`config.mk`:
```
export PLATFORM = sky130hd
export DESIGN_NAME = seg7_scan
export DESIGN_NICKNAME = d
export VERILOG_FILES = /design/src/rtl/seg7_scan.sv
export SDC_FILE = /design/constraint.sdc
export NUM_CORES = 1
export LEC_CHECK = 0
export ABC_AREA = 1
export CORE_UTILIZATION = 60
export DETAILED_ROUTE_END_ITERATION = 8
export PLACE_DENSITY = 0.87
export SLEW_MARGIN = 10
export SYNTH_ARGS = -nofsm -noshare
export SYNTH_HDL_FRONTEND = slang
export SYNTH_SLANG_ARGS = --single-unit
```
`constraint.sdc`:
```
create_clock -name clk -period 4.7 [get_ports clk]
set_clock_uncertainty 0.15 [all_clocks]
set_input_delay 0.94 -clock clk [delete_from_list [all_inputs] [get_ports clk]]
set_output_delay 0.94 -clock clk [all_outputs]
set_load 0.02 [all_outputs]
```
`src/rtl/seg7_scan.sv`:
```
// Multiplexed driver for a common-anode seven-segment display. It scans one digit per slot
// and uses a double-buffered data set that is committed only at frame boundaries.
module seg7_scan #(
    parameter int DIGITS      = 8,
    parameter int REFRESH_DIV = 100000
) (
    input  logic                  clk,
    input  logic                  resetn,
    input  logic [4*DIGITS-1:0]   data_i,
    input  logic [DIGITS-1:0]     en_i,
    input  logic [DIGITS-1:0]     dp_i,
    input  logic                  data_we_i,
    output logic                  pending_o,
    output logic [DIGITS-1:0]     AN,
    output logic [6:0]            C,
    output logic                  DP
);

    localparam int PW = (REFRESH_DIV > 1) ? $clog2(REFRESH_DIV) : 1;
    localparam int IW = (DIGITS > 1) ? $clog2(DIGITS) : 1;
    localparam logic [PW-1:0] P_LAST = PW'(REFRESH_DIV - 1);
    localparam logic [IW-1:0] I_LAST = IW'(DIGITS - 1);

    logic [PW-1:0]         presc;
    logic [IW-1:0]         idx;
    logic                  tc;
    logic                  commit;

    logic [4*DIGITS-1:0]   act_data, pen_data;
    logic [DIGITS-1:0]     act_en, pen_en;
    logic [DIGITS-1:0]     act_dp, pen_dp;
    logic                  pend;

    logic [3:0]            nib;
    logic [DIGITS-1:0]     an_nxt;
    logic [6:0]            c_nxt;
    logic                  dp_nxt;

    assign tc     = (presc == P_LAST);
    assign commit = tc && (idx == I_LAST);

    always_ff @(posedge clk or negedge resetn) begin
        if (!resetn) begin
            presc <= '0;
            idx   <= '0;
        end else begin
            presc <= tc ? '0 : presc + PW'(1);
            if (tc)
                idx <= (idx == I_LAST) ? '0 : idx + IW'(1);
        end
    end

    // A write landing on the commit cycle bypasses the pending stage entirely.
    always_ff @(posedge clk or negedge resetn) begin
        if (!resetn) begin
            act_data <= '0;
            act_en   <= '0;
            act_dp   <= '0;
            pen_data <= '0;
            pen_en   <= '0;
            pen_dp   <= '0;
            pend     <= 1'b0;
        end else if (data_we_i && commit) begin
            act_data <= data_i;
            act_en   <= en_i;
            act_dp   <= dp_i;
            pend     <= 1'b0;
        end else if (data_we_i) begin
            pen_data <= data_i;
            pen_en   <= en_i;
            pen_dp   <= dp_i;
            pend     <= 1'b1;
        end else if (commit && pend) begin
            act_data <= pen_data;
            act_en   <= pen_en;
            act_dp   <= pen_dp;
            pend     <= 1'b0;
        end
    end

    assign pending_o = pend;

    function automatic logic [6:0] hex_seg(input logic [3:0] v);
        case (v)
            4'h0: hex_seg = 7'h40;
            4'h1: hex_seg = 7'h79;
            4'h2: hex_seg = 7'h24;
            4'h3: hex_seg = 7'h30;
            4'h4: hex_seg = 7'h19;
            4'h5: hex_seg = 7'h12;
            4'h6: hex_seg = 7'h02;
            4'h7: hex_seg = 7'h78;
            4'h8: hex_seg = 7'h00;
            4'h9: hex_seg = 7'h10;
            4'hA: hex_seg = 7'h08;
            4'hB: hex_seg = 7'h03;
            4'hC: hex_seg = 7'h46;
            4'hD: hex_seg = 7'h21;
            4'hE: hex_seg = 7'h06;
            default: hex_seg = 7'h0E;
        endcase
    endfunction

    always_comb begin
        nib    = act_data[{idx, 2'b00} +: 4];
        an_nxt = '1;
        c_nxt  = 7'h7F;
        dp_nxt = 1'b1;
        if (act_en[idx]) begin
            an_nxt = ~(DIGITS'(1) << idx);
            c_nxt  = hex_seg(nib);
            dp_nxt = ~act_dp[idx];
        end
    end

    always_ff @(posedge clk or negedge resetn) begin
        if (!resetn) begin
            AN <= '1;
            C  <= 7'h7F;
            DP <= 1'b1;
        end else begin
            AN <= an_nxt;
            C  <= c_nxt;
            DP <= dp_nxt;
        end
    end

endmodule

```
# Yosys cells after proc, flatten, opt, wreduce, memory -nomap -nowiden
# Memory sizes are Yosys's and may differ from the RTL's.
# Cells that the tools add are included.
dict set report totals {
  register_bits 133
  rom_bits 112
  inputBits 51
  elab_cells 52
  mem_count 1
}
dict set report classes {
  n_addsub 2
  magnitude_cmp 1
  n_eq_ne 3
  n_shift 2
  muxes 21
  n_bitwise 3
  n_reduce_logical 7
}
# memory depth width rd rd_ports_with_merged_regs wr line
set mem_list {}
lappend mem_list {{(no name shown)} 16 7 1 0 0 84} ;# case (v)
# op n
set op_table {}
lappend op_table {{2-to-1 mux 32 bit} 3}
lappend op_table {{2-to-1 mux 8 bit} 7}
lappend op_table {{indexed part select 32 x 6 -> 4 bit} 1}
lappend op_table {{adder 17 x 1 -> 17 bit, second input constant} 1}
lappend op_table {{== test 17 bit, second input constant} 1}
lappend op_table {{2-to-1 mux 17 bit} 1}
lappend op_table {{inverter 8 bit} 1}
lappend op_table {{left shift 1 x 3 -> 8 bit, first input constant} 1}
lappend op_table {{2-to-1 mux 7 bit} 1}
lappend op_table {{binary-select mux 1 bit (select 3 bit)} 2}
lappend op_table {{2-to-1 mux 1 bit} 6}
lappend op_table {{< comparator 3 x 4 -> 1 bit, second input constant} 1}
lappend op_table {{AND reduction 2 bit} 2}
lappend op_table {{adder 3 x 1 -> 3 bit, second input constant} 1}
lappend op_table {{== test 3 bit, second input constant} 1}
lappend op_table {{logical AND 1 bit} 3}
lappend op_table {{2-to-1 mux 3 bit} 1}
lappend op_table {{nonzero test 3 bit} 1}
lappend op_table {{!= test 2 x 1 -> 1 bit, second input constant} 1}
lappend op_table {{inverter 1 bit} 2}
lappend op_table {{nonzero test 2 bit} 1}

# Longest topological paths before layout
# Gate-level depths: netlist of run 1.
dict set report depth {
  ltp_word 6
  mapped_depth 14
  mapped_depth_nobuf 12
}

# Worst setup path after synthesis of run 1
# OpenSTA, ideal clock, no wires.
dict set report synth_timing {
  kind {input to register}
  from {input port data_we_i}
  to {register act_data[0]}
  arrival_time_ps 1784
  required_time_ps 4434
  setup_slack_ps 2650
  stages 6
  path_cell_list {nor2_1 -> buf_2 -> clkbuf_1 -> nor3_1 -> nand2_1 -> nand2_1}
}
dict set report synth_between {
  elab_chain_cells 3
  word_cells_on_any_way 5
  classes_between {eq/ne (1); mux (1); reduce/logical (3)}
}
# element line
set synth_rtl {}
lappend synth_rtl {{from (decl)} 12} ;# input logic data_we_i,
lappend synth_rtl {{logical AND 1 bit} 63} ;# end else if (data_we_i && commit) begin
lappend synth_rtl {{!= test 2 x 1 -> 1 bit (no source line) or nonzero test 2 bit (tied branches)} n/a}
lappend synth_rtl {{AND reduction 2 bit (no source line)} n/a}
lappend synth_rtl {{to (signal assigned)} 64} ;# act_data <= data_i;
lappend synth_rtl {{to (signal assigned)} 74} ;# act_data <= pen_data;
lappend synth_rtl {{to (decl)} 29} ;# logic [4*DIGITS-1:0] act_data, pen_data;
# Parallel ways exist; a longest one is shown, timed or not.
# A chain may end at the register's enable or synchronous reset.

# Worst setup path in the final report of run 1
dict set report layout_timing {
  from {register idx[1]}
  to {register pen_data[8]}
}
dict set report layout_between {
  elab_chain_cells 5
}
# element line
set layout_rtl {}
lappend layout_rtl {{from (decl)} 25} ;# logic [IW-1:0] idx;
lappend layout_rtl {{from (signal assigned)} 49} ;# idx <= (idx == I_LAST) ? '0 : idx + IW'(1);
lappend layout_rtl {{== test 3 bit} 40} ;# assign commit = tc && (idx == I_LAST);
lappend layout_rtl {{logical AND 1 bit} 40}
lappend layout_rtl {{logical AND 1 bit} 63}
lappend layout_rtl {{inverter 1 bit (no source line)} n/a}
lappend layout_rtl {{AND reduction 2 bit (no source line)} n/a}
lappend layout_rtl {{to (signal assigned)} 69} ;# pen_data <= data_i;
lappend layout_rtl {{to (decl)} 29}
# Every way passes these cells.

==> impl_metrics.csv, run 1 <==
group,metric,value,unit
power,p_leak,4.264,nW
critical_path,r2r-end,"pen_data[8]$_DFFE_PN0P_",
yosys,synth.avg_cell_area,7.412,um2
power,power_frac_clock,47.4,%
critical_path,cpPeakStageDelay,0.62,ns
yosys,syn-num-nets,982,
critical_path,cp_common_cell,"ha_1",
timing,finalCriticalPeriod,3.358,ns
clock_network,clkTransAtPathRegs,0.06,ns
finish,fillers,806,
yosys,synth_top_area_share,42.98,%
clock_network,htree_levels,4,
die,die_x,108.6,um
power,combPwrFrac,9.6,%
finish,finalInstanceArea,8113,um2
finish,multi_input_area,2794,um2
critical_path,path_class,"flip-flop to flip-flop",
finish,drive_gt1_share,6.830,%
timing,drv_slew,0,
die,fp.dieH,108.6,um
power,power.switching,697.0,uW
yosys,synth_top_cell_by_area,"dfrtp_1",
grt,grt_util_all_layers,30.54,%
drt,dr.pass1.iters,6,
critical_path,slowest_stage,"nand2_2",
power,worst_ir_drop_vdd,0.0001893,V
critical_path,cp.required,4.84,ns
die,start_util,62.29,%
clock_network,clkLatencyLatePin,0.42,ns
drt,vias,6178,
worst_hold_path,min_from,"act_dp[5]$_DFFE_PN0P_",
clock_network,numClockSinks,133,
grt,grt_pass1_vias,5919,
die,pin_count,68,
finish,register_area,3348,um2
drt,wirelength,16500,um
timing,rsz0062_at_grt,"false",
clock_network,cts_buffer_depth,2,
power,power_frac_seq,43.1,%
timing,tns,0,ns
finish,fin_nets,1031,
die,dieArea,11780,um2
critical_path,crit_family,"simple AND/OR/NAND/NOR gates",
timing,hold_violations,0,
yosys,synthCells,919,
finish,layout_commonest_cell,"nand2_1",
grt,grt_first_pass_wirelength,27770,um
die,core-area,10940,um2
finish,area_growth_syn_to_layout,19.10,%
critical_path,path_cells,"ha_1 -> ha_1 -> nand4_2 -> buf_4 -> nand2_2 -> buf_12 -> nor2_1 -> a21oi_1",
critical_path,worstRegToRegCells,8,
clock_network,cts_hold_buf,0,
clock_network,cts_made_buffers,17,
critical_path,cp.arrival,3.50,ns
timing,finalSetupViolCount,0,
job,drv_cap,0,
worst_hold_path,worstHoldPathCells,2,
grt,grt_remaining_overflow,0,
clock_network,cts-root-buf,"clkbuf_16",
placed_design,io_buffers,67,
placed_design,dpl_cell_area,7502,um2
worst_hold_path,whs_endpoint,"act_dp[5]$_DFFE_PN0P_",
drt,remaining_drc_errors,0,
drt,wl_per_cell,14.72,um
drt,drt-vias-per-instance,5.511,
die,rows,38,
critical_path,cp_max_fo,51,
power,p_int,2.197,mW
finish,diodes,0,
worst_hold_path,min_path_type,"flip-flop to flip-flop",
finish,mostFrequentLayoutCells,"nand2_1, nor2_1, dfrtp_1",
timing,maxSlewHeadroom,45.47,%
timing,fmax,297.8,MHz
clock_network,cts_resized,0,
yosys,yosysSeqAreaShare,49.16,%
yosys,ys_top_cells_by_area,"dfrtp_1, nand2_1, nor2_1, inv_1, dfstp_2",
placed_design,hpwl,9883,um
yosys,ys.warnings.count,0,
critical_path,startpoint_type,"flip-flop",
clock_network,cts_setup_buffers,0,
yosys,synth_area,6812,um2
critical_path,worstReg2RegStart,"idx[1]$_DFFE_PN0N_",
critical_path,end_kind,"flip-flop",
grt,grt_max_degree,73,
critical_path,r2r_slack,1.34,ns
drt,drt-initial-drc-count,527,
timing,worst_pin_slew,0.8150,ns
power,powerDensity,356.7,nW/um2
run_status,outcome,"finished clean",
yosys,synth.distinct_cells,30,
drt,ant_nets,0,
power,swShare,24.08,%
placed_design,gp_congestion,0.8979,
grt,grt_antenna_before_repair,0,
yosys,synth.ff_latch_count,133,
timing,fin_crit_sh,71.45,%
clock_network,cts_tree,"done",
critical_path,cp_num_buf_inv,2,
-- through the flow --
stage	power [mW]	utilization, %	instances	setup slack [ns]	hold slack [ns]
global route	2.996	74.19	1121	1.162	0.3575
CTS	2.897	74.19	1121	1.381	0.3323
finish	2.894	74.19	1121	1.342	0.3298
floorplan	1.414	-	919	2.650	0.2936
detailed placement	1.534	68.60	1089	1.478	0.3175
global placement	1.525	68.60	1089	1.498	0.3079
-- how the worst max path moves through the flow --
stage | from | end | slack [ns] | depth (start not counted)
after floorplan | data_we_i | act_data[0]$_DFFE_PN0P_ | 2.65 | 6
after global placement | data_we_i | act_data[2]$_DFFE_PN0P_ | 1.50 | 8
after detailed placement | idx[1]$_DFFE_PN0N_ | pen_data[1]$_DFFE_PN0P_ | 1.48 | 8
after CTS | idx[1]$_DFFE_PN0N_ | pen_data[8]$_DFFE_PN0P_ | 1.38 | 8
after global routing | idx[1]$_DFFE_PN0N_ | pen_data[8]$_DFFE_PN0P_ | 1.16 | 8
final | idx[1]$_DFFE_PN0N_ | pen_data[8]$_DFFE_PN0P_ | 1.34 | 8
-- layer usage --
| metal | global-route usage, % | vias to the layer above | share of wire [%] |
|---|---|---|---|
| li1 | - | 2949 | - |
| met3 | 6.269 | 51 | 6.7 |
| met5 | 0 | - | 0 |
| met1 | 41.28 | 2904 | 42 |
| met2 | 48.73 | 274 | 49 |
| met4 | 11.39 | 0 | 2.5 |
-- power by group through the flow --
| stage | registers, mW | clock network, mW | logic [mW] |
|---|---|---|---|
| after floorplan | 1.27 | 0 | 0.148 |
| after global routing | 1.25 | 1.43 | 0.312 |
| after CTS | 1.25 | 1.37 | 0.278 |
| after detailed placement | 1.26 | 0 | 0.270 |
| after global placement | 1.26 | 0 | 0.263 |
| final | 1.25 | 1.37 | 0.277 |
-- synth_stat cells, drive strengths merged --
| master | count |
|---|---|
| nand2 | 285 |
| nor2 | 126 |
| dfrtp | 117 |
| inv | 115 |
| nand3 | 60 |
| nor3 | 55 |
| a21oi | 52 |
| buf | 26 |
| clkbuf | 19 |
| dfstp | 16 |
| o21ai | 14 |
| ha | 12 |
| nand4 | 6 |
| xor2 | 5 |
| o22ai | 4 |
| a211oi | 1 |
| a22oi | 1 |
| nand3b | 1 |
| o211ai | 1 |
| o21bai | 1 |
| o31a | 1 |
| or2 | 1 |
-- registers in the layout, indices dropped and copies added, names as in the netlist --
register and flops:
pen_en 8, DP 1, AN 8, C 7
act_en 8, act_dp 8, pending_o 1, act_data 32
presc 17, pen_data 32, idx 3, pen_dp 8
-- cell families (layout without fill, tap and decap cells) --
group / Yosys count / in the layout / share of synthesized area [%]
DFF: 133 / 133 / 49.16
and+or+nand+nor: 534 / 534 / 32.16
xor gates and xnor gates: 5 / 5 / 0.6429
AOI/OAI and AO/OA: 75 / 75 / 5.897
adders and majority gates: 12 / 12 / 2.204
buffers and inverters: 160 / 222 / 9.938
-- worst register-to-register path, cell delays in order (launching register included) --
cell and delay (ns):
dfrtp_1 0.59, ha_1 0.33, ha_1 0.28, nand4_2 0.11, buf_4 0.46, nand2_2 0.64, buf_12 0.43, nor2_1 0.18
a21oi_1 0.07
-- cell type report --
type                       count  share of cell area, %
inverter                     115                  5.321
timing repair buffer          75                  9.284
tap                          140                  2.159
clock buffer                  21                  5.676
clock inverter                11                  1.851
multi-input combinational    626                  34.44
sequential                   133                  41.27
Power figures use the tool's default switching activity.
==> inputs of run 2 (changes only) <==
--- a/config.mk
+++ b/config.mk
@@ -6,9 +6,9 @@
 export NUM_CORES = 1
 export LEC_CHECK = 0
 export ABC_AREA = 1
-export CORE_UTILIZATION = 60
+export CORE_UTILIZATION = 52
 export DETAILED_ROUTE_END_ITERATION = 8
-export PLACE_DENSITY = 0.87
+export PLACE_DENSITY = 0.81
 export SLEW_MARGIN = 10
 export SYNTH_ARGS = -nofsm -noshare
 export SYNTH_HDL_FRONTEND = slang
==> constraint.sdc (replaced) <==
create_clock -name clk -period 2.9 [get_ports clk]
set_clock_uncertainty 0.15 [all_clocks]
set_input_delay 0.58 -clock clk [delete_from_list [all_inputs] [get_ports clk]]
set_output_delay 0.58 -clock clk [all_outputs]
set_load 0.02 [all_outputs]
==> impl_metrics.csv, run 2 (same netlist as run 1, synthesis figures left out) <==
group,metric,value,unit
critical_path,path_cells,"clkdlybuf4s50_1",
drt,drt-initial-drc-count,308,
die,start_util,53.76,%
power,worst_ir_drop_vdd,0.0003196,V
grt,grt_first_pass_wirelength,26010,um
clock_network,clkLatencyLatePin,0.42,ns
clock_network,htree_levels,4,
die,fp.dieH,116.5,um
worst_hold_path,min_path_type,"primary input to asynchronous set/reset pin",
critical_path,r2r-end,"C[0]$_DFF_PN1_",
critical_path,cp.required,2.17,ns
clock_network,numClockSinks,133,
critical_path,cpPeakStageDelay,0.61,ns
finish,mostFrequentLayoutCells,"nand2_1, nor2_1, dfrtp_1",
die,rows,41,
critical_path,cp_num_buf_inv,1,
drt,dr.pass1.iters,5,
placed_design,io_buffers,67,
critical_path,r2r_slack,0.71,ns
power,power.switching,1.079,mW
grt,grt_max_degree,71,
timing,worst_hold_slack,-0.004819,ns
clock_network,clkTransAtPathRegs,0.06,ns
timing,fin_ws,0.6174,ns
timing,maxSlewHeadroom,63.13,%
critical_path,crit_start,"AN[2]$_DFF_PN1_",
grt,grt_pass1_vias,5627,
finish,fillers,1096,
drt,wl_per_cell,12.89,um
critical_path,startpoint_type,"flip-flop",
clock_network,cts_tree,"done",
power,powerDensity,556.1,nW/um2
drt,drt-vias-per-instance,5.067,
timing,finalCriticalPeriod,2.283,ns
critical_path,worstRegToRegCells,11,
die,die_x,116.5,um
finish,drive_gt1_share,7.583,%
finish,diodes,0,
critical_path,crit_family,"buffers and inverters",
placed_design,dp_slack,0.5968,ns
clock_network,cts-root-buf,"clkbuf_16",
drt,remaining_drc_errors,0,
critical_path,cp_max_fo,1,
finish,fin_nets,1039,
critical_path,slowest_stage,"clkdlybuf4s50_1",
power,power_frac_seq,44.1,%
run_status,violations,"hold timing",
drt,ant_nets,0,
drt,wirelength,14970,um
die,core-area,12670,um2
grt,grt_antenna_before_repair,0,
finish,area_growth_syn_to_layout,20.72,%
power,p_leak,4.319,nW
clock_network,cts_hold_buf,0,
clock_network,cts_resized,0,
critical_path,end_kind,"primary output",
finish,top_regs,"act_data: 32 flops, pen_data: 32 flops, presc: 17 flops",
critical_path,cp.arrival,1.55,ns
timing,hold_violations,5,
grt,grt_remaining_overflow,0,
die,pin_count,68,
die,dieArea,13560,um2
placed_design,hpwl,10030,um
placed_design,gp_congestion,0.8804,
finish,layout_commonest_cell,"nand2_1",
drt,vias,5883,
timing,drv_slew,0,
critical_path,path_class,"flip-flop to primary output",
clock_network,cts_made_buffers,17,
timing,tns,0,ns
timing,finalSetupViolCount,0,
timing,rsz0062_at_grt,"false",
timing,fmax,438.1,MHz
critical_path,worstReg2RegStart,"idx[0]$_DFFE_PN0N_",
clock_network,cts_setup_buffers,0,
timing,fin_crit_sh,78.71,%
power,combPwrFrac,9.5,%
run_status,outcome,"finished, violations left",
power,power_frac_clock,46.4,%
grt,grt_util_all_layers,25.01,%
job,drv_cap,0,
timing,worst_pin_slew,0.5531,ns
power,p_int,3.493,mW
power,swShare,23.60,%
clock_network,cts_buffer_depth,2,
[run 2: cell types whose count changed in the layout (fill, tap and decap cells not counted), sizes merged]
cell      previous run  this run
buf                  9        17
clkbuf              21        26
bufinv               3         0
clkinvlp             2         0
[run 2: per-layer routing]
layer	wire length [um]	GRT usage, %	vias to the layer above
met1	6747	32.33	2743
met3	883	6.746	18
li1	-	-	2957
met2	7141	40.20	165
met5	0	0	-
met4	198	9.658	0
[run 2: how the worst max path moves through the flow]
stage	to	slack, ns	cells past startpoint
2_1_floorplan	C[2]$_DFF_PN1_	1.01	12
3_3_place_gp	act_data[0]$_DFFE_PN0P_	0.65	7
6_report	AN[2]	0.62	1
3_5_place_dp	act_en[6]$_DFFE_PN0P_	0.60	7
5_1_grt	C[2]$_DFF_PN1_	0.51	10
4_1_cts	AN[2]	0.59	1
[run 2: worst reg2reg max path: cells and delay by family, from the launching register on]
kind / cells / cell delay, ns
AND/OR/NAND/NOR: 8 / 0.81
buffers and inverters: 2 / 0.44
flip-flops: 1 / 0.40
adder cells (fa/ha/maj): 1 / 0.31
[run 2: stage by stage]
stage / std cells / area (um2) / hold slack [ns] / power [mW] / util, %
after floorplan: 919 / 6812 / 0.1344 / 2.292 / -
after global placement: 1129 / 7627 / 0.3098 / 2.468 / 60.20
after detailed placement: 1129 / 7627 / 0.3137 / 2.485 / 60.20
after CTS: 1161 / 8223 / 0.008059 / 4.605 / 64.90
after global routing: 1161 / 8223 / 0.02808 / 4.770 / 64.90
final: 1161 / 8223 / -0.004819 / 4.572 / 64.90
[run 2: area by class of cell]
type / instances / area (um2) / area share (%)
tap: 172 / 215.2 / 2.617
inverter: 115 / 431.7 / 5.250
clock buffer: 26 / 563.0 / 6.847
clock inverter: 6 / 32.53 / 0.3956
multi-input combinational: 626 / 2794 / 33.98
timing repair buffer: 83 / 838.3 / 10.19
sequential: 133 / 3348 / 40.72
[run 2: power groups by stage]
stage / Combinational [mW] / Sequential (mW) / Clock (mW)
floorplan: 0.241 / 2.05 / 0
detailed placement: 0.437 / 2.05 / 0
global route: 0.505 / 2.03 / 2.24
finish: 0.437 / 2.02 / 2.12
global placement: 0.424 / 2.04 / 0
CTS: 0.442 / 2.02 / 2.15
